## src/rtl/adder_pkg.sv

```systemverilog
// Shared constants for the chunked pipelined adder.
// WIDTH_DEF / CHUNK_DEF : default operand width and bits summed per stage.
// stages_of()           : number of pipeline stages for a given width/chunk.
package adder_pkg;

  localparam int WIDTH_DEF = 8;
  localparam int CHUNK_DEF = 4;

  // Guarded against CHUNK=0 so elaboration reaches the explicit config check
  // in the top instead of dying on a divide-by-zero.
  function automatic int stages_of(input int width, input int chunk);
    return (chunk > 0) ? (width / chunk) : 1;
  endfunction

endpackage

```

## src/rtl/adder_pipe_stage.sv

```systemverilog
// One registered CHUNK-bit slice of the pipelined adder.
// Stage IDX adds bits [IDX*CHUNK +: CHUNK] of the operands plus the carry from
// the previous stage. The full operands and the partial sum travel with the token.
// Ports:
//   clk, rst            clock, synchronous active-high reset (valid bit only)
//   adv                 pipeline advance enable; all registers hold when low
//   tok_*               token entering this stage
//   res_*               registered token leaving this stage
module adder_pipe_stage
  import adder_pkg::*;
#(
  parameter int WIDTH = WIDTH_DEF,
  parameter int CHUNK = CHUNK_DEF,
  parameter int IDX   = 0
) (
  input  logic             clk,
  input  logic             rst,
  input  logic             adv,
  input  logic             tok_vld,
  input  logic [WIDTH-1:0] tok_a,
  input  logic [WIDTH-1:0] tok_b,
  input  logic [WIDTH-1:0] tok_sum,
  input  logic             tok_carry,
  output logic             res_vld,
  output logic [WIDTH-1:0] res_a,
  output logic [WIDTH-1:0] res_b,
  output logic [WIDTH-1:0] res_sum,
  output logic             res_carry
);

  localparam int LO = IDX * CHUNK;

  logic [CHUNK:0]   part;
  logic [WIDTH-1:0] sum_nxt;

  always_comb begin
    part    = {1'b0, tok_a[LO +: CHUNK]} + {1'b0, tok_b[LO +: CHUNK]}
            + {{CHUNK{1'b0}}, tok_carry};
    sum_nxt = tok_sum;
    sum_nxt[LO +: CHUNK] = part[CHUNK-1:0];
  end

  // ---- stage register boundary ----
  always_ff @(posedge clk) begin
    if (rst) begin
      res_vld <= 1'b0;
    end else if (adv) begin
      res_vld <= tok_vld;
    end
  end

  // Data path carries no reset; the valid bit alone qualifies it.
  always_ff @(posedge clk) begin
    if (adv) begin
      res_a     <= tok_a;
      res_b     <= tok_b;
      res_sum   <= sum_nxt;
      res_carry <= part[CHUNK];
    end
  end

endmodule

```

## src/rtl/adder_pipe.sv

```systemverilog
// Pipelined ripple adder: WIDTH-bit sum computed CHUNK bits per stage with a
// valid/ready handshake. A token accepted at edge N is presented after edge
// N+STAGES-1; the whole pipe stalls together when the output is blocked.
// Ports:
//   clk, rst             clock, synchronous active-high reset
//   i_valid / o_ready    upstream handshake (o_ready is the advance enable)
//   i_a, i_b, i_carry    operands and carry-in
//   o_valid / i_ready    downstream handshake
//   o_sum, o_carry       (a + b + carry) mod 2^WIDTH and carry out
//   o_overflow           two's-complement overflow of the sum
module adder_pipe
  import adder_pkg::*;
#(
  parameter int WIDTH = WIDTH_DEF,
  parameter int CHUNK = CHUNK_DEF
) (
  input  logic             clk,
  input  logic             rst,
  input  logic             i_valid,
  output logic             o_ready,
  input  logic [WIDTH-1:0] i_a,
  input  logic [WIDTH-1:0] i_b,
  input  logic             i_carry,
  output logic             o_valid,
  input  logic             i_ready,
  output logic [WIDTH-1:0] o_sum,
  output logic             o_carry,
  output logic             o_overflow
);

  localparam int STAGES = stages_of(WIDTH, CHUNK);

  if (WIDTH < 1 || CHUNK < 1 || (WIDTH % CHUNK) != 0) begin : g_bad_cfg
    $error("adder_pipe: WIDTH (%0d) must be a positive multiple of CHUNK (%0d)",
           WIDTH, CHUNK);
  end

  function automatic logic signed_ovf(input logic a_msb, input logic b_msb,
                                      input logic s_msb);
    return (a_msb == b_msb) && (s_msb != a_msb);
  endfunction

  // Index 0 is the incoming token; index k+1 is the register of stage k.
  logic             vld_p   [STAGES+1];
  logic [WIDTH-1:0] a_p     [STAGES+1];
  logic [WIDTH-1:0] b_p     [STAGES+1];
  logic [WIDTH-1:0] sum_p   [STAGES+1];
  logic             carry_p [STAGES+1];
  logic             adv;

  // Depends only on registered state and i_ready, never on i_valid.
  assign adv     = !o_valid || i_ready;
  assign o_ready = adv;

  assign vld_p[0]   = i_valid;
  assign a_p[0]     = i_a;
  assign b_p[0]     = i_b;
  assign sum_p[0]   = '0;
  assign carry_p[0] = i_carry;

  for (genvar k = 0; k < STAGES; k++) begin : g_stage
    adder_pipe_stage #(
      .WIDTH (WIDTH),
      .CHUNK (CHUNK),
      .IDX   (k)
    ) u_stage (
      .clk       (clk),
      .rst       (rst),
      .adv       (adv),
      .tok_vld   (vld_p[k]),
      .tok_a     (a_p[k]),
      .tok_b     (b_p[k]),
      .tok_sum   (sum_p[k]),
      .tok_carry (carry_p[k]),
      .res_vld   (vld_p[k+1]),
      .res_a     (a_p[k+1]),
      .res_b     (b_p[k+1]),
      .res_sum   (sum_p[k+1]),
      .res_carry (carry_p[k+1])
    );
  end

  // ---- output boundary ----
  // Outputs are forced to zero without a valid token, which also gives the
  // all-zero result after reset without resetting the data registers.
  assign o_valid    = vld_p[STAGES];
  assign o_sum      = o_valid ? sum_p[STAGES] : '0;
  assign o_carry    = o_valid & carry_p[STAGES];
  assign o_overflow = o_valid & signed_ovf(a_p[STAGES][WIDTH-1],
                                           b_p[STAGES][WIDTH-1],
                                           sum_p[STAGES][WIDTH-1]);

endmodule

```

## config.mk

```make
export PLATFORM = sky130hd
export DESIGN_NAME = adder_pipe
export DESIGN_NICKNAME = d
export VERILOG_FILES = /design/src/rtl/adder_pkg.sv /design/src/rtl/adder_pipe_stage.sv /design/src/rtl/adder_pipe.sv
export SDC_FILE = /design/constraint.sdc
export NUM_CORES = 1
export LEC_CHECK = 0
export CORE_AREA = 4 4 59 61
export DETAILED_ROUTE_END_ITERATION = 8
export DIE_AREA = 0 0 63 65
export PLACE_DENSITY = 0.67
export SYNTH_ARGS = -nofsm -noshare
export SYNTH_HDL_FRONTEND = slang
export SYNTH_SLANG_ARGS = --single-unit
```

## constraint.sdc

```tcl
create_clock -name clk -period 1.8 [get_ports clk]
set_input_delay 0.36 -clock clk [delete_from_list [all_inputs] [get_ports clk]]
set_output_delay 0.36 -clock clk [all_outputs]
set_load 0.05 [all_outputs]
```

# Word-level counts from Yosys, hierarchy flattened
# Cells that the tools add are included.
# Widths: inputs -> output; s select.
[totals]
regBits = 48
input_bits = 21
out_inout_bits = 12
ram_bits = 0
latch_bits = 0
n_memories = 0
mem_bits_ro = 0
[op_classes]
n_mul = 0
n_lt_le_gt_ge = 0
n_shift = 0
n_reduce_logical = 3
n_eq_ne = 2
mux = 1
n_bitwise = 2
n_addsub = 4
div_mod_pow = 0
[ops]
columns = ["op", "n"]
rows = [
  ["$add 4x4->5", 2],
  ["$add 5x1->5", 2],
  ["$mux 8", 1],
  ["$and 1x1->1", 2],
  ["$eq 1x1->1", 1],
  ["$logic_and 1x1->1", 1],
  ["$logic_not 1->1", 1],
  ["$logic_or 1x1->1", 1],
  ["$ne 1x1->1", 1],
]

# Depth between registers and ports, before layout
[logic_depth]
ltp_word = 3
mapped_depth = 6
depth_no_buf = 6

# By module
# Synthesis repeated with hierarchy kept, for this count alone.
[hier_totals]
cells_unflattened = 103
hier_area_um2 = 1973.1
[modules_own_cells]
columns = ["module", "instances", "cells_per_inst", "seq_area_each_um2", "area_each_um2"]
rows = [
  ["adder_pipe_stage", 2, 44, 770.7, 928.4],
  ["adder_pipe", 1, 15, 0.0, 116.4],
]

# Worst setup path before layout
# OpenSTA, ideal clock, no wires.
[synth_timing]
path_type = "reg2out"
start = "reg g_stage[1].u_stage.res_vld"
end = "out o_overflow"
t_arrival_ns = 1.683
path_buffers = 1
stages_incl_launch_ff = 3
slack_ns = -0.243
t_required_ns = 1.440
path_cell_list = "dfxtp_1 -> clkbuf_1 -> a21boi_1"
[synth_via]
elab_chain_len = 1
[synth_lines]
columns = ["item", "line", "source"]
rows = [
  ["start, declared", "adder_pipe_stage.sv:24", "output logic res_vld,"],
  ["start signal, assigned", "adder_pipe_stage.sv:48", "res_vld <= tok_vld;"],
  ["$and 1x1->1", "adder_pipe.sv:89", "assign o_overflow = o_valid & signed_ovf(a_p[STAGES][WIDTH-1],"],
  ["end, declared", "adder_pipe.sv:28", "output logic o_overflow"],
]
# No other way between the ends.

# Worst setup path in the final report
[layout_timing]
start = "reg g_stage[1].u_stage.res_b[7]"
end = "out o_overflow"
[layout_via]
elab_chain_len = 3
[layout_lines]
columns = ["item", "line", "source"]
rows = [
  ["start, declared", "adder_pipe_stage.sv:26", "output logic [WIDTH-1:0] res_b,"],
  ["start signal, assigned", "adder_pipe_stage.sv:56", "res_b <= tok_b;"],
  ["$eq 1x1->1", "adder_pipe.sv:40", "return (a_msb == b_msb) && (s_msb != a_msb);"],
  ["$logic_and 1x1->1", "adder_pipe.sv:40", ""],
  ["$and 1x1->1", "adder_pipe.sv:89", ""],
]
# No other way between the ends.

==> impl_metrics.env <==
export IMPL_status="completed"
export IMPL_drive_gt1_share_pct=18.4
export IMPL_synth_seq_cells=26
export IMPL_ys_warn_count=0
export IMPL_worstSetupPathType="flop to primary output"
export IMPL_pin_count=33
export IMPL_syn_nets=107
export IMPL_synth_common_cells="24 x edfxtp_1, 9 x and2_1, 9 x inv_1"
export IMPL_cp_arrival_ns=1.44
export IMPL_crit_path_cell_trace="or3b_1 > a21boi_2 > buf_12"
export IMPL_fin_ws_ns=0.00392
export IMPL_preCtsSetupSlack_ns=-0.222
export IMPL_cts_sinks=26
export IMPL_die_area_um2=4100
export IMPL_cts_buffer_depth=2
export IMPL_fin_skew_ns=0.00566
export IMPL_area_delta_synth_final_pct=47.1
export IMPL_drtPass1Iterations=3
export IMPL_cts_htree_levels=1
export IMPL_reg2reg_depth=6
export IMPL_diodes=0
export IMPL_synth_main_ff_cell="edfxtp_1"
export IMPL_avgSynthCellArea_um2=15.2
export IMPL_hold_viol=0
export IMPL_post_route_period_util_pct=99.8
export IMPL_finalSetupTns_ns=0
export IMPL_critPathBufInv=1
export IMPL_leakagePower_nw=0.692
export IMPL_drt_total_wl_um=1660
export IMPL_clockRootBuffer="clkbuf_4"
export IMPL_dp_cells=142
export IMPL_clock_fmax_ghz=0.557
export IMPL_finalSetupViolations=0
export IMPL_core_area_um2=2980
export IMPL_synthCells=76
export IMPL_clkLatencyLatePin_ns=0.31
export IMPL_slew_headroom_pct=75.9
export IMPL_slowest_delay_ns=0.40
export IMPL_synth_async_sr_flop_share_pct=0
export IMPL_worstPathMaxFanout=2
export IMPL_seq_area_frac_synth_pct=65.9
export IMPL_worstMarginPinSlew_ns=0.362
export IMPL_cts_made_buffers=3
export IMPL_drt_iter0_drc=15
export IMPL_yosysUniqueCellTypes=18
export IMPL_rsz0062_at_grt="yes"
export IMPL_path_clk_slew_ns=0.13
export IMPL_grtUsageTotal_pct=8.94
export IMPL_grt_pass1_vias=660
export IMPL_grt_start_max_net_pins=17
export IMPL_viasPerCell=4.58
export IMPL_synth_most_common_cell="edfxtp_1"
export IMPL_port_buffers=32
export IMPL_synth_edff_count=24
export IMPL_vdd_ir_drop_max_v=0.000326
export IMPL_stdcell_count=147
export IMPL_num_vias=673
export IMPL_cp_start_kind="flop"
export IMPL_cp_depth=3
export IMPL_route_detailed_drc=0
export IMPL_grt_overflow_total=0
export IMPL_hp_class="flop to flop"
export IMPL_die_w_um=63
export IMPL_max_cap_violations=0
export IMPL_ant_nets=0
export IMPL_power_density_nw_per_um2=803
export IMPL_syn_area_um2=1150
export IMPL_crit_family="flip-flops"
export IMPL_initial_core_util_pct=38.7
export IMPL_netlist_area_leader_share_pct=62.5
export IMPL_final_nets=146
export IMPL_maxSlewViolCount=0
export IMPL_place_gp_congestion=0.723
export IMPL_place_hpwl_um=1370
export IMPL_critical_path_slowest_cell="edfxtp_1"
export IMPL_wl_per_cell_um=11.3
export IMPL_cts_tree="done"
export IMPL_die_h_um=65
export IMPL_placementRows=20
export IMPL_grt_pass1_wl_um=2790
export IMPL_min_delay_path_depth=0
export IMPL_cp_required_ns=1.44
export IMPL_cp_end_kind="primary output"
export IMPL_fillCellCount=252
export IMPL_antenna_found_initial=0
export IMPL_finalCriticalPeriod_ns=1.80
export IMPL_yosys_area_top_type="edfxtp_1"
export IMPL_yosys_top_cells_area="edfxtp_1 62%, fa_1 6.9%, ha_1 6.5%"
[final timing paths]
check	start	end	slack (ns)
worst max-delay path	g_stage[1].u_stage.res_b[7]$_DFFE_PP_	o_overflow	0.004
worst min-delay path	g_stage[0].u_stage.res_sum[3]$_DFFE_PP_	g_stage[1].u_stage.res_sum[3]$_DFFE_PP_	0.44
worst max register to register	g_stage[0].u_stage.res_a[4]$_DFFE_PP_	g_stage[1].u_stage.res_carry$_DFFE_PP_	0.16
worst min register to register	g_stage[0].u_stage.res_sum[3]$_DFFE_PP_	g_stage[1].u_stage.res_sum[3]$_DFFE_PP_	0.44
[cells by family after synthesis]
group	synth area share [%]
flip-flops	65.9
AO/OA/AOI/OAI	4.12
adder cells (fa/ha/maj)	13.4
multiplexers	0.868
buffers and inverters	3.25
XOR/XNOR	3.04
AND/OR/NAND/NOR	9.33
[state kept, by name (all words and copies together), names as in the netlist]
register	cells
g_stage.u_stage.res_vld	2
g_stage.u_stage.res_carry	2
g_stage.u_stage.res_a	5
g_stage.u_stage.res_b	5
g_stage.u_stage.res_sum	12
[repair_timing]
action,CTS,global route
hold buffers,0,0
setup buffers,0,1
pin swaps,1,0
gates resized for setup,0,1
endpoints found under the setup margin,1,2
[cells in the final DEF (no fill, tap or decap)]
cell type	synthesis	final
xnor2_1	4	4
buf_12	0	12
ha_1	6	6
fa_1	4	4
a21oi_1	3	3
and2_1	9	9
o21ai_1	0	1
clkbuf_4	0	3
nand2b_1	3	2
dfxtp_1	2	2
mux2i_1	1	1
nor2_1	1	1
edfxtp_1	24	24
o21ai_0	2	1
buf_4	0	3
nor2b_1	2	2
clkdlybuf4s50_1	0	20
a21o_1	2	2
a21boi_2	0	1
clkbuf_8	0	1
or3b_1	1	1
inv_1	9	9
nand2b_2	0	1
nand3b_1	1	1
[layer usage]
| metal | track usage [%] | part of all wire, % | vias to the layer above |
|---|---|---|---|
| li1 | - | - | 337 |
| met1 | 8.87 | 38 | 307 |
| met2 | 16.3 | 53 | 25 |
| met3 | 2.43 | 6.8 | 4 |
| met4 | 5.79 | 2.8 | 0 |
| met5 | 0 | 0 | - |
[metrics by stage]
| step | hold WS (ns) | area, um2 | utilization (%) | power [mW] |
|---|---|---|---|---|
| after floorplan | 0.400 | 1160 | - | 0.954 |
| after global placement | 0.402 | 1650 | 55.5 | 1.09 |
| after detailed placement | 0.405 | 1650 | 55.5 | 1.10 |
| after CTS | 0.438 | 1690 | 56.7 | 1.38 |
| after global routing | 0.445 | 1700 | 57.0 | 1.44 |
| final | 0.437 | 1700 | 57.0 | 1.36 |
[cell type report]
type | count | area, um2 | area share, %
repair buffers | 35 | 463 | 27.3
flip-flops and latches | 26 | 761 | 44.8
well taps | 33 | 41.3 | 2.43
clock buffers | 4 | 36.3 | 2.14
multi-input cells | 40 | 362 | 21.3
inverters | 9 | 33.8 | 1.99
[report_power, final]
part / switching (mW) / total, mW / internal, mW
Combinational: 0.134 / 0.293 / 0.160
Sequential: 0.0282 / 0.792 / 0.763
Clock: 0.154 / 0.277 / 0.123
Note: power is estimated with default switching activity, not from simulation.
